===== src/rtl/branch_rs_param.sv =====
// Branch reservation station: holds branches until both operands arrive via two CDB snoop ports.
// Issues the oldest ready entry into a registered result slot, one cycle after its operands are stored.
module branch_rs_param #(
  parameter int DEPTH    = 4,
  parameter int DATA_W   = 32,
  parameter int TAG_W    = 6,
  parameter int TAG_NONE = 16
) (
  input  logic                       clock,
  input  logic                       reset,
  input  logic                       flush,
  input  logic                       disp_valid,
  output logic                       disp_ready,
  input  logic [TAG_W-1:0]           disp_rob,
  input  logic [2:0]                 disp_subop,
  input  logic [DATA_W-1:0]          disp_v1,
  input  logic [DATA_W-1:0]          disp_v2,
  input  logic [TAG_W-1:0]           disp_q1,
  input  logic [TAG_W-1:0]           disp_q2,
  input  logic                       cdb0_valid,
  input  logic [TAG_W-1:0]           cdb0_tag,
  input  logic [DATA_W-1:0]          cdb0_data,
  input  logic                       cdb1_valid,
  input  logic [TAG_W-1:0]           cdb1_tag,
  input  logic [DATA_W-1:0]          cdb1_data,
  output logic                       res_valid,
  input  logic                       res_ready,
  output logic [TAG_W-1:0]           res_rob,
  output logic                       res_taken,
  output logic [$clog2(DEPTH+1)-1:0] count
);

  localparam int CW = $clog2(DEPTH + 1);
  localparam int IW = $clog2(DEPTH);
  localparam logic [TAG_W-1:0] TNONE = TAG_W'(TAG_NONE);

  logic [DEPTH-1:0]  busy_q, busy_d;
  logic [TAG_W-1:0]  rob_q [DEPTH], rob_d [DEPTH];
  logic [2:0]        op_q  [DEPTH], op_d  [DEPTH];
  logic [DATA_W-1:0] v1_q  [DEPTH], v1_d  [DEPTH];
  logic [DATA_W-1:0] v2_q  [DEPTH], v2_d  [DEPTH];
  logic [TAG_W-1:0]  q1_q  [DEPTH], q1_d  [DEPTH];
  logic [TAG_W-1:0]  q2_q  [DEPTH], q2_d  [DEPTH];
  // older_q[i][j] set when entry j was dispatched before entry i
  logic [DEPTH-1:0]  older_q [DEPTH], older_d [DEPTH];
  logic              res_valid_q, res_valid_d;
  logic              res_taken_q, res_taken_d;
  logic [TAG_W-1:0]  res_rob_q, res_rob_d;
  logic [CW-1:0]     count_q, count_d;

  logic [DEPTH-1:0]  rdy;
  logic              sel_vld;
  logic [IW-1:0]     sel_idx, free_idx;
  logic              issue, disp_acc;

  function automatic logic [TAG_W+DATA_W-1:0] snoop(
    input logic [TAG_W-1:0] q, input logic [DATA_W-1:0] v,
    input logic c0v, input logic [TAG_W-1:0] c0t, input logic [DATA_W-1:0] c0d,
    input logic c1v, input logic [TAG_W-1:0] c1t, input logic [DATA_W-1:0] c1d);
    logic [TAG_W+DATA_W-1:0] r;
    r = {q, v};
    if (q != TNONE) begin
      if (c0v && c0t == q)      r = {TNONE, c0d};
      else if (c1v && c1t == q) r = {TNONE, c1d};
    end
    return r;
  endfunction

  function automatic logic br_taken(input logic [2:0] op, input logic [DATA_W-1:0] a,
                                    input logic [DATA_W-1:0] b);
    case (op)
      3'b000:  br_taken = (a == b);
      3'b001:  br_taken = (a != b);
      3'b100:  br_taken = ($signed(a) <  $signed(b));
      3'b101:  br_taken = ($signed(a) >= $signed(b));
      3'b110:  br_taken = (a <  b);
      3'b111:  br_taken = (a >= b);
      default: br_taken = 1'b0;
    endcase
  endfunction

  assign disp_ready = (count_q < CW'(DEPTH));
  assign res_valid  = res_valid_q;
  assign res_rob    = res_rob_q;
  assign res_taken  = res_taken_q;
  assign count      = count_q;

  // Selection sees only registered operands, so a CDB wakeup costs one cycle before issue.
  always_comb begin
    rdy      = '0;
    sel_vld  = 1'b0;
    sel_idx  = '0;
    free_idx = '0;
    for (int i = 0; i < DEPTH; i++)
      rdy[i] = busy_q[i] && (q1_q[i] == TNONE) && (q2_q[i] == TNONE);
    for (int i = DEPTH - 1; i >= 0; i--) begin
      if (rdy[i] && !(|(rdy & older_q[i]))) begin
        sel_vld = 1'b1;
        sel_idx = IW'(i);
      end
      if (!busy_q[i]) free_idx = IW'(i);
    end
  end

  always_comb begin
    busy_d      = busy_q;
    rob_d       = rob_q;
    op_d        = op_q;
    v1_d        = v1_q;
    v2_d        = v2_q;
    q1_d        = q1_q;
    q2_d        = q2_q;
    older_d     = older_q;
    res_valid_d = res_valid_q;
    res_rob_d   = res_rob_q;
    res_taken_d = res_taken_q;
    count_d     = '0;
    issue       = sel_vld && (!res_valid_q || res_ready);
    disp_acc    = disp_valid && disp_ready;

    for (int i = 0; i < DEPTH; i++) begin
      {q1_d[i], v1_d[i]} = snoop(q1_q[i], v1_q[i], cdb0_valid, cdb0_tag, cdb0_data,
                                 cdb1_valid, cdb1_tag, cdb1_data);
      {q2_d[i], v2_d[i]} = snoop(q2_q[i], v2_q[i], cdb0_valid, cdb0_tag, cdb0_data,
                                 cdb1_valid, cdb1_tag, cdb1_data);
    end

    if (issue) begin
      busy_d[sel_idx] = 1'b0;
      res_valid_d     = 1'b1;
      res_rob_d       = rob_q[sel_idx];
      res_taken_d     = br_taken(op_q[sel_idx], v1_q[sel_idx], v2_q[sel_idx]);
    end else if (res_ready) begin
      res_valid_d = 1'b0;
    end

    if (disp_acc) begin
      busy_d[free_idx] = 1'b1;
      rob_d[free_idx]  = disp_rob;
      op_d[free_idx]   = disp_subop;
      {q1_d[free_idx], v1_d[free_idx]} = snoop(disp_q1, disp_v1, cdb0_valid, cdb0_tag,
                                               cdb0_data, cdb1_valid, cdb1_tag, cdb1_data);
      {q2_d[free_idx], v2_d[free_idx]} = snoop(disp_q2, disp_v2, cdb0_valid, cdb0_tag,
                                               cdb0_data, cdb1_valid, cdb1_tag, cdb1_data);
      older_d[free_idx] = busy_q;
      for (int j = 0; j < DEPTH; j++)
        if (j != int'(free_idx)) older_d[j][free_idx] = 1'b0;
    end

    if (flush) begin
      busy_d      = '0;
      res_valid_d = 1'b0;
      res_rob_d   = TNONE;
      res_taken_d = 1'b0;
    end

    for (int i = 0; i < DEPTH; i++)
      count_d = count_d + CW'(busy_d[i]);
  end

  always_ff @(posedge clock or posedge reset) begin
    if (reset) begin
      busy_q      <= '0;
      res_valid_q <= 1'b0;
      res_rob_q   <= TNONE;
      res_taken_q <= 1'b0;
      count_q     <= '0;
      for (int i = 0; i < DEPTH; i++) begin
        rob_q[i]   <= '0;
        op_q[i]    <= '0;
        v1_q[i]    <= '0;
        v2_q[i]    <= '0;
        q1_q[i]    <= TNONE;
        q2_q[i]    <= TNONE;
        older_q[i] <= '0;
      end
    end else begin
      busy_q      <= busy_d;
      rob_q       <= rob_d;
      op_q        <= op_d;
      v1_q        <= v1_d;
      v2_q        <= v2_d;
      q1_q        <= q1_d;
      q2_q        <= q2_d;
      older_q     <= older_d;
      res_valid_q <= res_valid_d;
      res_rob_q   <= res_rob_d;
      res_taken_q <= res_taken_d;
      count_q     <= count_d;
    end
  end

endmodule


===== config.mk =====
export PLATFORM = sky130hd
export DESIGN_NAME = branch_rs_param
export DESIGN_NICKNAME = d
export VERILOG_FILES = /design/src/rtl/branch_rs_param.sv
export SDC_FILE = /design/constraint.sdc
export NUM_CORES = 2
export LEC_CHECK = 0
export CAP_MARGIN = 20
export CORE_MARGIN = 3
export CORE_UTILIZATION = 60
export CTS_BUF_LIST = sky130_fd_sc_hd__clkbuf_16
export DETAILED_ROUTE_END_ITERATION = 8
export PLACE_DENSITY = 0.83
export SYNTH_ARGS = -nofsm -noshare
export SYNTH_HDL_FRONTEND = slang
export SYNTH_SLANG_ARGS = --single-unit

===== constraint.sdc =====
create_clock -name clock -period 17.8 [get_ports clock]
set_input_delay 5.34 -clock clock [delete_from_list [all_inputs] [get_ports clock]]
set_output_delay 5.34 -clock clock [all_outputs]
set_load 0.02 [all_outputs]

==> results by group <==
Outcome
  • Status: finished clean

Finish
  • Share of cells above drive strength 1: 7.262%
  • Syn-to-layout area delta: 12.88%
  • Nets: ~2800
  • Most frequent cells in the layout: 362 x dfrtp_1, 284 x a21oi_1, 267 x nor2_1, 179 x clkdlybuf4s50_1, 162 x a22o_1
  • Commonest non-fill, non-tap cell in the layout: dfrtp_1
  • FF/Latch Area: 9295 sq um
  • Multi-input logic area: 13250 sq um
  • Fillers: 2999
  • Post-route insts no fill: roughly 3200

Yosys
  • Avg Inst Size Synth: 8.950 sq um
  • Post-synthesis net count: 2852
  • Cell variety after synth: 74
  • FF+latch count, synth: roughly 370
  • Main synth FF type: dfrtp_1
  • Synth top area share: a little under two fifths
  • Asr flop ratio synth: between 90% and 100%
  • Largest family of logic cells by synthesized area: compound AO/OA/AOI/OAI gates
  • Mux contribution to synthesized area: roughly 3.5%
  • Post-synth EDFFs: 0
  • Synth Area in Compound Gates: 33.55%
  • Top cell type by total area after synthesis: dfrtp_1
  • Yosys Warn Count: 0
  • Cell area after synthesis: approximately 24000 sq um
  • Xor/xnor share of the synthesized area: 4.433%
  • Seq/Total Area, Yosys: 39.21%
  • Synth top area cells: dfrtp_1 38%, a21oi_1 6.0%, a22o_1 6.0%
  • Simple-gate area share of the yosys netlist: between 10% and 20%
  • Synth Area in Adders: 1.879%
  • Cells after synthesis: between 2000 and 3000

STA
  • Total negative slack: 0 ns
  • Min cycle time layout: ~8.7 ns
  • Final Skew: about 0.016 ns
  • Slew Limit Fails: 0
  • Tcrit/Tclk final: roughly half
  • Final Hold Fails: 0
  • Number of setup violations in the final report: 0
  • Slew HR: between 20% and 30%
  • Fmax: ~110 MHz
  • Worst Tran Pin Value: about 1.2 ns
  • Hold slack: 0.4755 ns
  • Unrepaired setup endpoints after global routing: no

Critical path
  • Critical path's slowest cell: clkdlybuf4s50_1
  • CP most frequent cell: buf_4
  • WP data arrival: slightly above 9 ns
  • Worst path max stage delay: approximately 0.96 ns
  • CP Max Fanout: 34
  • CP Capture Type: flip-flop
  • Req. time, crit path: between 15 and 20 ns
  • Crit path kind: primary input to flip-flop
  • Setup crit start kind: primary input
  • Worst path cell trace: clkdlybuf4s50_1 -> xnor2_1 -> nand4_1 -> or4_1 -> buf_4 -> inv_1 -> nor2_1 -> nor2_2 -> buf_4 -> o22ai_1 -> a21oi_1

Clock tree
  • Post CTS Setup Buffer Count: 0
  • Worst-path clk slew: about 0.060 ns
  • Post-CTS sizing: 0
  • Total CTS buffers: 42
  • Max clock buf depth: 3
  • Clk sinks: 371
  • Clock Tree Root: clkbuf_16
  • CTS H-tree lvls: 2
  • Latest clock arrival within the worst-skew pair: just under 0.6 ns
  • # hold bufs at CTS: 0
  • CTS tree: yes

Drt
  • Vias: 25020
  • DR WL/cell: roughly 30 um
  • DR vias/cell: about 7.9
  • DRT Pass-1 Iters: 7
  • WL final: around 94 mm
  • Post-route ant nets: 0
  • Residual DRC: 0
  • DRT iter0 DRCs: around 4600

Global routing
  • First-pass GRT wire length: about 140 mm
  • Grt total ovfl: 0
  • Largest net degree at the start of global routing: 169
  • Met1 usage: 55.32%
  • GRT busiest layer: met2
  • Antenna violations before repair: 2
  • Vias in the first global route: approximately 25000
  • Met3 Resource Use GR: between 10% and 20%
  • GR Layer Usage met2: between 60% and 70%
  • GRT Total Usage: a little over two fifths

Floorplanning
  • Initial core utilization: between 60% and 70%
  • Core Area: roughly 39000 sq um
  • Die H: between 200 and 250 um
  • Die area: approximately 42000 sq um
  • Die Wd: between 200 and 250 um
  • Number of cell rows: slightly above 70
  • # IOs: 180

Pwr
  • Largest vdd supply drop: ~80 uV
  • Static leakage: roughly 11 nW
  • Power Density: approximately 110 nW/um^2
  • Total power: 2.970 mW

Place
  • PortBufs: approximately 180
  • Detail Placement HPWL: around 53 mm
  • Placed Cells: between 3000 and 4000
  • GPL Wtd Cong: 0.9391

Job
  • MaxCap Viol Count: 0

Worst hold path
  • Hold Crit Class: flip-flop to flip-flop
per-stage QoR:
step	utilization, %	setup slack [ns]	instance area [sq um]
after floorplan	-	2.173	23710
after global placement	65.67	8.693	25500
after detailed placement	65.74	8.709	25520
after CTS	68.87	9.275	26740
after global routing	68.92	8.996	26760
final	68.93	9.060	26760
worst max-delay path: cells and delay by family:
family,cells,cell delay [ns]
xor gates and xnor gates,1,0.19
buffers and inverters,4,1.94
AOI/OAI and AO/OA,2,0.50
and+or+nand+nor,4,1.20
power breakdown:
part,internal [mW],switching [mW]
Combinational,0.355,0.542
Clock,0.447,0.355
Sequential,1.09,0.177
logic make-up (layout without fill, tap and decap cells):
family                   count (synthesis)  count (layout)
buffers and inverters                  348             329
XOR/XNOR                               120             120
flip-flops                             371             371
adder cells (fa/ha/maj)                 35              35
AND/OR/NAND/NOR                        600             600
multiplexers                            78              78
other                                    0               3
AO/OA/AOI/OAI                         1097            1097
registers in the layout (all words and copies together), names as in the netlist, named ones only:
name,cells
busy_q,4
count,3
older_q,12
op_q,12
q1_q,24
q2_q,24
res_rob,6
res_taken,1
res_valid,1
rob_q,24
v1_q,128
v2_q,128
metal layers:
layer,up-vias,share of wire (%)
li1,10020,-
met1,11810,34
met2,2567,43
met3,624,16
met4,2,7.0
met5,-,0.035
final timing paths:
| check | slack (ns) | startpoint | endpoint | cells past startpoint |
|---|---|---|---|---|
| setup / recovery | 9.06 | cdb0_tag[0] | v1_q[97] | 11 |
| min in group asynchronous | 5.37 | reset | rob_q[12] | 2 |
| max in group asynchronous | 10.80 | reset | v2_q[59] | 3 |
| hold / removal | 0.48 | op_q[2] | op_q[2] | 2 |
| setup reg to reg | 10.43 | q1_q[0] | res_taken | 20 |
| hold reg to reg | 0.48 | op_q[2] | op_q[2] | 2 |
cells in the mapped netlist, drive strengths merged (48+ instances only):
| library cell | n |
|---|---|
| a211oi | 129 |
| a21oi | 285 |
| a221oi | 155 |
| a22o | 163 |
| a22oi | 128 |
| clkbuf | 295 |
| dfrtp | 362 |
| mux2i | 48 |
| nand2 | 142 |
| nor2 | 279 |
| o22a | 67 |
| o22ai | 97 |
| xnor2 | 63 |
| xor2 | 57 |
layout make-up:
cell class                      count  share of cell area, %
Antenna cell                        3                0.02805
Clock buffer                       43                  4.021
Clock inverter                     28                 0.5236
Inverter                           22                 0.3366
Multi-Input combinational cell   1930                  49.50
Sequential cell                   371                  34.73
Tap cell                          518                  2.422
Timing Repair Buffer              236                  8.439
(Power assumes the default switching activity.)
